$ cat src/rtl/signal_fifo.sv
// Synchronous FIFO for signal words, each tagged with a batch-last flag.
// start_o tracks whether any batch-last word is buffered.
module signal_fifo #(
  parameter int DATA_WIDTH = 32,
  parameter int ADDR_LINES = 5
) (
  input  logic                  clk_i,
  input  logic                  rst_i,
  input  logic                  wr_en_i,
  input  logic [DATA_WIDTH-1:0] data_i,
  input  logic                  last_i,
  output logic                  wr_ack_o,
  input  logic                  rd_en_i,
  output logic [DATA_WIDTH-1:0] data_o,
  output logic                  last_o,
  output logic                  empty_o,
  output logic                  full_o,
  output logic [ADDR_LINES:0]   count_o,
  output logic                  start_o,
  output logic                  overflow_o,
  output logic                  underflow_o
);

  localparam int unsigned             DEPTH      = 2 ** ADDR_LINES;
  localparam logic [ADDR_LINES:0]     FULL_COUNT = (ADDR_LINES + 1)'(DEPTH);

  logic [DATA_WIDTH:0]   r_mem [DEPTH];
  logic [ADDR_LINES-1:0] r_wr_ptr;
  logic [ADDR_LINES-1:0] r_rd_ptr;
  logic [ADDR_LINES:0]   r_count;
  logic [ADDR_LINES:0]   r_last_cnt;
  logic [DATA_WIDTH-1:0] r_data;
  logic                  r_last;
  logic                  r_overflow;
  logic                  r_underflow;

  logic                  w_empty;
  logic                  w_full;
  logic                  w_wr_acc;
  logic                  w_rd_acc;
  logic [DATA_WIDTH:0]   w_head;
  logic                  w_last_in;
  logic                  w_last_out;
  logic [ADDR_LINES:0]   w_count_nxt;
  logic [ADDR_LINES:0]   w_last_cnt_nxt;

  // Flags derive only from registered occupancy, never from the request inputs.
  assign w_empty    = (r_count == '0);
  assign w_full     = (r_count == FULL_COUNT);
  assign w_wr_acc   = wr_en_i & ~w_full;
  assign w_rd_acc   = rd_en_i & ~w_empty;
  assign w_head     = r_mem[r_rd_ptr];
  assign w_last_in  = w_wr_acc & last_i;
  assign w_last_out = w_rd_acc & w_head[DATA_WIDTH];

  always_comb begin
    w_count_nxt = r_count;
    unique case ({w_wr_acc, w_rd_acc})
      2'b10:   w_count_nxt = r_count + 1'b1;
      2'b01:   w_count_nxt = r_count - 1'b1;
      default: w_count_nxt = r_count;
    endcase
  end

  always_comb begin
    w_last_cnt_nxt = r_last_cnt;
    unique case ({w_last_in, w_last_out})
      2'b10:   w_last_cnt_nxt = r_last_cnt + 1'b1;
      2'b01:   w_last_cnt_nxt = r_last_cnt - 1'b1;
      default: w_last_cnt_nxt = r_last_cnt;
    endcase
  end

  // Storage array is intentionally not reset.
  always_ff @(posedge clk_i) begin
    if (w_wr_acc) begin
      r_mem[r_wr_ptr] <= {last_i, data_i};
    end
  end

  always_ff @(posedge clk_i or posedge rst_i) begin
    if (rst_i) begin
      r_wr_ptr    <= '0;
      r_rd_ptr    <= '0;
      r_count     <= '0;
      r_last_cnt  <= '0;
      r_data      <= '0;
      r_last      <= 1'b0;
      r_overflow  <= 1'b0;
      r_underflow <= 1'b0;
    end else begin
      r_count    <= w_count_nxt;
      r_last_cnt <= w_last_cnt_nxt;
      if (w_wr_acc) begin
        r_wr_ptr <= r_wr_ptr + 1'b1;
      end
      if (w_rd_acc) begin
        r_rd_ptr <= r_rd_ptr + 1'b1;
        r_data   <= w_head[DATA_WIDTH-1:0];
        r_last   <= w_head[DATA_WIDTH];
      end
      if (wr_en_i && w_full) begin
        r_overflow <= 1'b1;
      end
      if (rd_en_i && w_empty) begin
        r_underflow <= 1'b1;
      end
    end
  end

  assign wr_ack_o    = w_wr_acc;
  assign data_o      = r_data;
  assign last_o      = r_last;
  assign empty_o     = w_empty;
  assign full_o      = w_full;
  assign count_o     = r_count;
  assign start_o     = (r_last_cnt != '0);
  assign overflow_o  = r_overflow;
  assign underflow_o = r_underflow;

endmodule

$ cat config.mk
export PLATFORM = sky130hd
export DESIGN_NAME = signal_fifo
export DESIGN_NICKNAME = d
export VERILOG_FILES = /design/src/rtl/signal_fifo.sv
export SDC_FILE = /design/constraint.sdc
export NUM_CORES = 1
export LEC_CHECK = 0
export ABC_AREA = 0
export ABC_CLOCK_PERIOD_IN_PS = 9650
export CAP_MARGIN = 20
export CORE_UTILIZATION = 29
export CTS_CLUSTER_SIZE = 30
export DETAILED_ROUTE_END_ITERATION = 8
export HOLD_SLACK_MARGIN = 0.05
export MAX_ROUTING_LAYER = met4
export PLACE_DENSITY = 0.4
export SLEW_MARGIN = 20
export SYNTH_ARGS = -nofsm -noshare
export SYNTH_HDL_FRONTEND = slang
export SYNTH_SLANG_ARGS = --single-unit
export TNS_END_PERCENT = 30
$ cat constraint.sdc
create_clock -name clk_i -period 9.65 [get_ports clk_i]
set_input_delay 1.93 -clock clk_i [delete_from_list [all_inputs] [get_ports clk_i]]
set_output_delay 1.93 -clock clk_i [all_outputs]
set_load 0.01 [all_outputs]
==> results of run 1 <==
-- how the worst min path moves through the flow --
stage	end	slack, ps	depth (start not counted)
after global routing	overflow_o	480	1
final	overflow_o	460	1
after detailed placement	underflow_o	450	1
after global placement	overflow_o	440	1
after CTS	underflow_o	460	1
after floorplan	r_last_cnt[5]	440	1
-- through the flow --
step	hold WS, ps	util
after CTS	462	0.343
after floorplan	442	-
after detailed placement	449	0.316
final	457	0.343
after global placement	441	0.316
after global routing	476	0.343
-- cell type report --
class                           instances  area share
Clock inverter                         55     0.00951
Tap cell                             1917      0.0478
Antenna cell                            6    0.000300
Sequential cell                      1113       0.661
Timing Repair Buffer                  154      0.0259
Multi-Input combinational cell        794       0.183
Clock buffer                          179      0.0706
Inverter                               17     0.00130
-- synthesized netlist by cell type, drive strengths merged (3+ instances only) --
library cell / instances
nor4: 5
xnor2: 12
o21ai: 16
or3b: 3
xor2: 5
inv: 17
ha: 15
a22o: 33
nand3: 8
nand3b: 5
nand2: 58
o2111ai: 31
o22ai: 62
nor3: 5
nand4: 3
dfrtp: 57
mux4: 196
a211oi: 63
clkbuf: 32
buf: 83
a21oi: 5
a21o: 7
mux2i: 170
edfxtp: 1056
nor2: 69
or4: 3
-- state kept, by name, summed over array words and instances, names as in the netlist --
| register | cells |
|---|---|
| underflow_o | 1 |
| r_last_cnt | 6 |
| r_wr_ptr | 5 |
| data_o | 32 |
| overflow_o | 1 |
| r_mem | 1056 |
| count_o | 6 |
| last_o | 1 |
| r_rd_ptr | 5 |
-- power by group --
part | switching [uW] | internal (uW)
Sequential | 323 | 5690
Clock | 1930 | 2730
Combinational | 2360 | 1630
Total | 4610 | 10000
-- critical path, cell delays in order --
cell and delay (ps):
clkdlybuf4s50_1 480, o31a_1 430, clkdlybuf4s50_1 630
-- kinds of logic (layout without fill, tap and decap cells) --
family,after synthesis,count (layout)
compound gates,224,224
other cells,0,6
fa+ha+maj,17,17
mux,367,367
simple gates,169,169
flops,1113,1113
xor+xnor,17,17
buf+inv,132,405
-- routing by layer --
layer | part of all wire | vias to the layer above | wire [um] | global-route usage
li1 | - | 8868 | - | -
met1 | 0.45 | 11300 | 54600 | 0.224
met2 | 0.48 | 485 | 58600 | 0.269
met3 | 0.041 | 153 | 5030 | 0.0283
met4 | 0.024 | 0 | 2960 | 0.0521
met5 | 0 | - | 0 | -
==> flow_summary_export.csv, run 1 <==
group,metric,value,unit
yosys,synth-main-ff-cell,"edfxtp_1",
power_and_ir_drop,leakage,0.0159,uW
yosys,syn-cell-area,42800,sq um
critical_path,reg2reg_slack,5310,ps
grt,gr-usage-all-layers,0.170,
critical_path,startpoint_type,"input pin",
floorplanning,ios,82,
critical_path,crit_start,"wr_en_i",
critical_path,critPathKind,"input pin to primary output",
cts,cts_tree,"yes",
yosys,synthCells,2039,
grt,grt_max_degree,85,
yosys,yosysTopAreaCellShare,0.741,
detailed_routing,dr.pass1.iters,5,
grt,grt-ovfl-total,0,
run,maxCapViolCount,0,
floorplanning,fp.coreArea,146000,sq um
cts,clock_latency,750,ps
placement,place_inst,3995,
yosys,synth_compound_area_frac,0.0383,
cts,htreeDepth,4,
detailed_routing,vias_per_cell,4.92,
critical_path,r2r_start,"r_rd_ptr[0]",
floorplanning,die_w,386,um
yosys,synthArstFlopShare,0.0512,
grt,antenna_found_initial,13,
floorplanning,rows,140,
yosys,yosysSeqAreaShare,0.774,
grt,grt_pass1_vias,22100,
layout,fillers,13800,
cts,cts_sinks,1113,
layout,final_cells,4235,
cts,path_clk_slew,50,ps
placement,port-buffer-count,81,
yosys,muxShareOfSynthArea,0.143,
detailed_routing,routedWlPerCell,28.6,um
yosys,synthSimpleGateAreaFrac,0.0179,
placement,dp_slack,4220,ps
cts,holdBufCountCts,0,
cts,post_cts.repair.setup_buffers,0,
timing,slew_headroom,0.309,
power_and_ir_drop,p_per_area,292,nW/um^2
detailed_routing,postRouteAntennaNets,0,
layout,multi_input_area,9180,sq um
critical_path,cp-end-kind,"primary output",
detailed_routing,drt_iter0_drc,1730,
layout,area_growth,17.1,%
yosys,synth_seq_cells,1113,
layout,drive_gt1_frac,0.218,
layout,seq_area,33200,sq um
layout,finalInstanceArea,50100,sq um
cts,post_cts_resized,0,
cts,cts_buffers,130,
yosys,yosysWarningCount,0,
critical_path,reg2regPathDepth,6,
timing,min_period,5400,ps
layout,finalNetCount,2264,
timing,tns,0,ps
detailed_routing,vias,20800,
timing,hold_violations,0,
detailed_routing,drc,0,
placement,gp_congestion,0.786,
cts,cts.path.max_buffers,3,
critical_path,worstPathMaxFanout,11,
yosys,synth_edf_count,1056,
critical_path,worstPathRequired,7720,ps
timing,rsz0062_at_grt,"false",
yosys,synthXorXnorAreaFrac,0.00348,
power_and_ir_drop,finalPower,14700,uW
floorplanning,dieHeight,386,um
placement,dpl_cell_area,46100,sq um
yosys,syn_nets,2093,
yosys,synth_cell_type_count,46,
timing,fin_ws,4250,ps
yosys,synth_top_family_by_area,"multiplexers",
timing,worst_clock_skew,20.7,ps
timing,fin_crit_sh,0.560,
timing,report.final.slew_viol_count,0,
power_and_ir_drop,ir_drop,0.157,mV
critical_path,r2r_end,"data_o[12]",
floorplanning,die-area,149000,sq um
yosys,synthAdderAreaFrac,0.00532,
cts,clockRootBuffer,"clkbuf_16",
timing,fmax,185,MHz
critical_path,arrival,3470,ps
layout,final_cell_mix,"edfxtp_1 (1056), mux4_2 (196), mux2i_1 (170), clkbuf_16 (133), buf_4 (72)",
yosys,ys_top_cells_by_area,"edfxtp_1 (74%), mux4_2 (10%), mux2i_1 (4.0%)",
timing,worstMarginPinSlew,1040,ps
hold_path,hp-start,"overflow_o",
status,run_status,"finished, final reports clean",
layout,final_common_cell,"edfxtp_1",
placement,hpwl,71200,um
yosys,synth_top_area_cell,"edfxtp_1",
hold_path,min_path_type,"register to register",
grt,grt_pass1_wl,171000,um
critical_path,crit_end,"wr_ack_o",
detailed_routing,wirelength,121000,um
floorplanning,initial_core_util,0.293,
yosys,syn_area_per_cell,21.0,sq um
timing,finalSetupViolCount,0,
(Power assumes the default switching activity.)
==> run 2, diff against run 1 <==
--- a/config.mk
+++ b/config.mk
@@ -6,7 +6,7 @@
 export NUM_CORES = 1
 export LEC_CHECK = 0
 export ABC_AREA = 0
-export ABC_CLOCK_PERIOD_IN_PS = 9650
+export ABC_CLOCK_PERIOD_IN_PS = 5400
 export CAP_MARGIN = 20
 export CORE_UTILIZATION = 29
 export CTS_CLUSTER_SIZE = 30
==> constraint.sdc (replaced) <==
create_clock -name clk_i -period 5.4 [get_ports clk_i]
set_input_delay 1.08 -clock clk_i [delete_from_list [all_inputs] [get_ports clk_i]]
set_output_delay 1.08 -clock clk_i [all_outputs]
set_load 0.01 [all_outputs]
==> run 2 against run 1 <==
Against the previous run: clock power up 76%; utilization about the same; die area unchanged; clock skew up 7.3 ps; critical path depth unchanged; hold slack better by 21 ps; total power up 79%; sequential cell count unchanged; register-to-register slack worse by 3700 ps; sequential share of layout area up 0.064 points; count of clock-buffer cells in the layout down 16; critical path type is now register to primary output.
==> flow_summary_export.csv, run 2 (synthesized netlist as in run 1, its figures left out) <==
group,metric,value,unit
grt,grt-ovfl-total,0,
timing,report.final.slew_viol_count,0,
detailed_routing,drc,0,
layout,finalInstanceArea,50100,sq um
critical_path,r2r_end,"r_last_cnt[5]",
status,run_status,"finished, final reports clean",
cts,holdBufCountCts,0,
placement,dpl_cell_area,46200,sq um
critical_path,crit_slowest_cell,"or4_4",
grt,antenna_found_initial,12,
detailed_routing,drt_iter0_drc,1937,
placement,gp_congestion,0.795,
power_and_ir_drop,ir_drop,0.421,mV
critical_path,crit_start,"count_o[1]",
timing,rsz0062_at_grt,"false",
power_and_ir_drop,finalPower,26300,uW
power_and_ir_drop,power_frac_clock,0.312,
floorplanning,rows,140,
layout,drive_gt1_frac,0.225,
critical_path,cp-end-kind,"primary output",
cts,cts_buffers,120,
critical_path,startpoint_type,"register",
critical_path,arrival,2740,ps
detailed_routing,wirelength,123000,um
detailed_routing,dr.pass1.iters,7,
layout,final_cell_mix,"edfxtp_1 (1056), mux4_2 (196), mux2i_1 (170), clkbuf_16 (123), buf_4 (66)",
critical_path,worstPathMaxFanout,8,
timing,tns,0,ps
timing,worst_clock_skew,28.0,ps
power_and_ir_drop,sequentialPowerShare,0.409,
cts,post_cts.repair.setup_buffers,0,
timing,finalSetupViolCount,0,
cts,cts.path.max_buffers,3,
detailed_routing,vias_per_cell,4.92,
power_and_ir_drop,swShare,0.318,
layout,finalNetCount,2257,
power_and_ir_drop,p_per_area,524,nW/um^2
floorplanning,die_w,386,um
grt,grt_max_degree,93,
detailed_routing,postRouteAntennaNets,0,
placement,hpwl,73400,um
critical_path,crit_chain,"or4_4 -> o31a_1 -> clkdlybuf4s50_1",
cts,htreeDepth,3,
cts,clock_latency,750,ps
layout,seq_area,33200,sq um
critical_path,critPathKind,"register to primary output",
placement,place_inst,3998,
power_and_ir_drop,leakage,0.0159,uW
floorplanning,fp.coreArea,146000,sq um
timing,fmax,262,MHz
cts,clockRootBuffer,"clkbuf_16",
timing,hold_violations,0,
timing,min_period,3820,ps
grt,grt_pass1_wl,172000,um
critical_path,reg2reg_slack,1620,ps
timing,fin_crit_sh,0.707,
floorplanning,dieHeight,386,um
layout,regMostFlops,"r_mem",
timing,worstMarginPinSlew,1020,ps
layout,final_cells,4219,
floorplanning,die-area,149000,sq um
critical_path,crit_end,"wr_ack_o",
power_and_ir_drop,switching_power,8340,uW
critical_path,r2r_start,"r_rd_ptr[0]",
hold_path,min_path_type,"register to register",
power_and_ir_drop,combPwrFrac,0.280,
cts,cts_sinks,1113,
floorplanning,initial_core_util,0.293,
timing,timing.hold.ws,478,ps
layout,fillers,13700,
layout,area_growth,17.0,%
cts,path_clk_slew,60,ps
timing,slew_headroom,0.314,
critical_path,max_stage_delay,590,ps
grt,grt_pass1_vias,21700,
run,maxCapViolCount,0,
detailed_routing,routedWlPerCell,29.1,um
placement,port-buffer-count,81,
cts,cts_tree,"yes",
detailed_routing,vias,20800,
grt,gr-usage-all-layers,0.170,
power_and_ir_drop,p_int,17900,uW
floorplanning,ios,82,
layout,multi_input_area,9180,sq um
cts,post_cts_resized,0,
critical_path,reg2regPathDepth,12,
critical_path,worstPathRequired,4320,ps
layout,largest_reg_flops,1056,
layout,final_common_cell,"edfxtp_1",
==> run 2: area by class of cell <==
type,instances,share of cell area
Inverter,17,0.00130
Antenna cell,2,0.0000999
Clock inverter,56,0.0112
Sequential cell,1113,0.662
Timing Repair Buffer,157,0.0273
Multi-Input combinational cell,794,0.183
Tap cell,1917,0.0479
Clock buffer,163,0.0669
==> run 2: routing by layer <==
metal	wire, um	part of all wire	GRT usage	vias to the layer above
met5	0	0	-	-
met4	2340	0.019	0.0407	0
met3	6020	0.049	0.0341	151
met2	57100	0.47	0.257	520
met1	57300	0.47	0.236	11300
li1	-	-	-	8821
==> run 2: per-stage QoR <==
| step | setup slack (ps) | util |
|---|---|---|
| global placement | 1360 | 0.316 |
| CTS | 1450 | 0.343 |
| finish | 1580 | 0.343 |
| global route | 1440 | 0.343 |
| detailed placement | 1290 | 0.316 |
| floorplan | 1950 | - |
==> run 2: power by group through the flow <==
stage	logic [uW]	registers, uW	clock network, uW
final	7340	10700	8190
after global routing	7850	10800	8720
after CTS	7540	10700	8430
after detailed placement	7520	10900	0
after global placement	7500	10900	0
after floorplan	4680	10600	0
==> run 2: critical path: cells and delay by family (launching register included) <==
| family | cells | cell delay (ps) |
|---|---|---|
| compound gates | 1 | 420 |
| simple gates | 1 | 590 |
| buf+inv | 1 | 550 |
| flops | 1 | 430 |
==> run 2: worst min path at each step <==
stage                        startpoint             to  slack (ps)  cells past startpoint
after floorplan           r_last_cnt[5]  r_last_cnt[5]         440                      1
after global placement       overflow_o     overflow_o         440                      1
after detailed placement     overflow_o     overflow_o         470                      1
after CTS                    overflow_o     overflow_o         480                      1
after global routing         overflow_o     overflow_o         520                      1
final                        overflow_o     overflow_o         480                      1
==> run 3, diff against run 2 <==
--- a/config.mk
+++ b/config.mk
@@ -6,7 +6,7 @@
 export NUM_CORES = 1
 export LEC_CHECK = 0
 export ABC_AREA = 0
-export ABC_CLOCK_PERIOD_IN_PS = 5400
+export ABC_CLOCK_PERIOD_IN_PS = 3840
 export CAP_MARGIN = 20
 export CORE_UTILIZATION = 29
 export CTS_CLUSTER_SIZE = 30
==> constraint.sdc (replaced) <==
create_clock -name clk_i -period 3.84 [get_ports clk_i]
set_input_delay 0.768 -clock clk_i [delete_from_list [all_inputs] [get_ports clk_i]]
set_output_delay 0.768 -clock clk_i [all_outputs]
set_load 0.01 [all_outputs]
==> run 3 against run 2 <==
Against the previous run: global-route usage down 0.58 points; non-clock buffer count up 54; routed wire length down 3.9%; sequential cell count unchanged; die area unchanged; count of clock-buffer cells in the layout is 6 lower; setup slack got worse by 1200 ps; critical path type unchanged; critical endpoint unchanged; largest cell class unchanged.
==> flow_summary_export.csv, run 3 (synthesized netlist as in run 1, its figures left out) <==
group,metric,value,unit
timing,finalSetupViolCount,0,
placement,gp_congestion,0.747,
timing,worst_clock_skew,43.9,ps
timing,hold_violations,0,
detailed_routing,postRouteAntennaNets,0,
cts,htreeDepth,3,
cts,post_cts_resized,0,
critical_path,worstPathRequired,3070,ps
cts,path_clk_slew,60,ps
cts,cts_buffers,120,
status,run_status,"finished, final reports clean",
detailed_routing,vias,20800,
run,maxCapViolCount,0,
cts,holdBufCountCts,0,
detailed_routing,dr.pass1.iters,4,
floorplanning,ios,82,
floorplanning,fp.coreArea,146000,sq um
critical_path,worstPathMaxFanout,10,
grt,grt_max_degree,95,
detailed_routing,drt_iter0_drc,1418,
detailed_routing,wirelength,118000,um
power_and_ir_drop,p_per_area,723,nW/um^2
placement,port-buffer-count,81,
grt,grt_pass1_wl,168000,um
floorplanning,die_w,386,um
layout,largest_reg_flops,1056,
placement,dpl_cell_area,46700,sq um
layout,area_growth,18.2,%
timing,rsz0062_at_grt,"false",
floorplanning,die-area,149000,sq um
timing,min_period,3440,ps
placement,hpwl,65400,um
detailed_routing,routedWlPerCell,27.5,um
critical_path,arrival,2670,ps
timing,slew_headroom,0.314,
floorplanning,rows,140,
critical_path,cp-end-kind,"primary output",
critical_path,critPathKind,"register to primary output",
cts,cts_sinks,1113,
detailed_routing,drc,0,
cts,cts.path.max_buffers,3,
cts,clockRootBuffer,"clkbuf_16",
timing,tns,0,ps
cts,cts_tree,"yes",
power_and_ir_drop,leakage,0.0163,uW
timing,timing.hold.ws,463,ps
floorplanning,initial_core_util,0.293,
cts,post_cts.repair.setup_buffers,0,
hold_path,min_path_type,"register to register",
grt,gr-usage-all-layers,0.165,
timing,fmax,291,MHz
critical_path,startpoint_type,"register",
timing,worstMarginPinSlew,1030,ps
cts,clock_latency,730,ps
layout,final_common_cell,"edfxtp_1",
layout,finalInstanceArea,50600,sq um
power_and_ir_drop,ir_drop,0.440,mV
layout,finalNetCount,2311,
grt,grt-ovfl-total,0,
floorplanning,dieHeight,386,um
layout,regMostFlops,"r_mem",
detailed_routing,vias_per_cell,4.85,
layout,final_cell_mix,"edfxtp_1 (1056), mux4_2 (196), mux2i_1 (170), clkbuf_16 (122), buf_4 (120)",
timing,report.final.slew_viol_count,0,
layout,fillers,13700,
layout,drive_gt1_frac,0.241,
grt,grt_pass1_vias,22200,
timing,fin_crit_sh,0.895,
grt,antenna_found_initial,10,
run 3: final cells by class:
cell class	instances	area, sq um	share of cell area
repair buffers	211	1830	0.0361
inverters	17	65.1	0.00129
well taps	1917	2400	0.0474
flip-flops and latches	1113	33200	0.655
multi-input cells	794	9180	0.181
clock buffers	157	3220	0.0637
diodes	9	22.5	0.000445
clock inverters	72	738	0.0146
run 3: metal layers:
layer,vias up,GRT usage,wire length [um]
met5,-,-,0
met2,383,0.267,58100
met4,0,0.0412,2070
met3,129,0.0256,4600
met1,11300,0.216,53100
li1,8975,-,-
run 3: power breakdown:
| part | internal, uW | switching (uW) |
|---|---|---|
| combinational | 4350 | 5740 |
| sequential | 14300 | 576 |
| clock | 6830 | 4770 |
run 3: worst paths after layout:
check	from	endpoint	slack, ps	cells past startpoint
max	count_o[1]	wr_ack_o	400	4
min	underflow_o	underflow_o	460	1
max reg2reg	r_rd_ptr[1]	data_o[23]	470	7
min reg2reg	underflow_o	underflow_o	460	1
max in group asynchronous	rst_i	data_o[13]	2580	3
min in group asynchronous	rst_i	count_o[2]	540	2
run 3: worst max-delay path, cell delays in order, from the launching register on:
cell	delay, ps
dfrtp_1	420
or4_4	580
o31a_1	280
buf_4	180
clkdlybuf4s50_1	490
run 3: per-stage QoR:
stage | setup slack (ps) | total power (uW) | utilization | std cells
floorplan | 680 | 21500 | - | 2039
global placement | 366 | 25500 | 0.320 | 4052
detailed placement | 380 | 25600 | 0.320 | 4052
CTS | 321 | 37300 | 0.347 | 4281
global route | 301 | 38200 | 0.346 | 4285
finish | 404 | 36600 | 0.346 | 4290
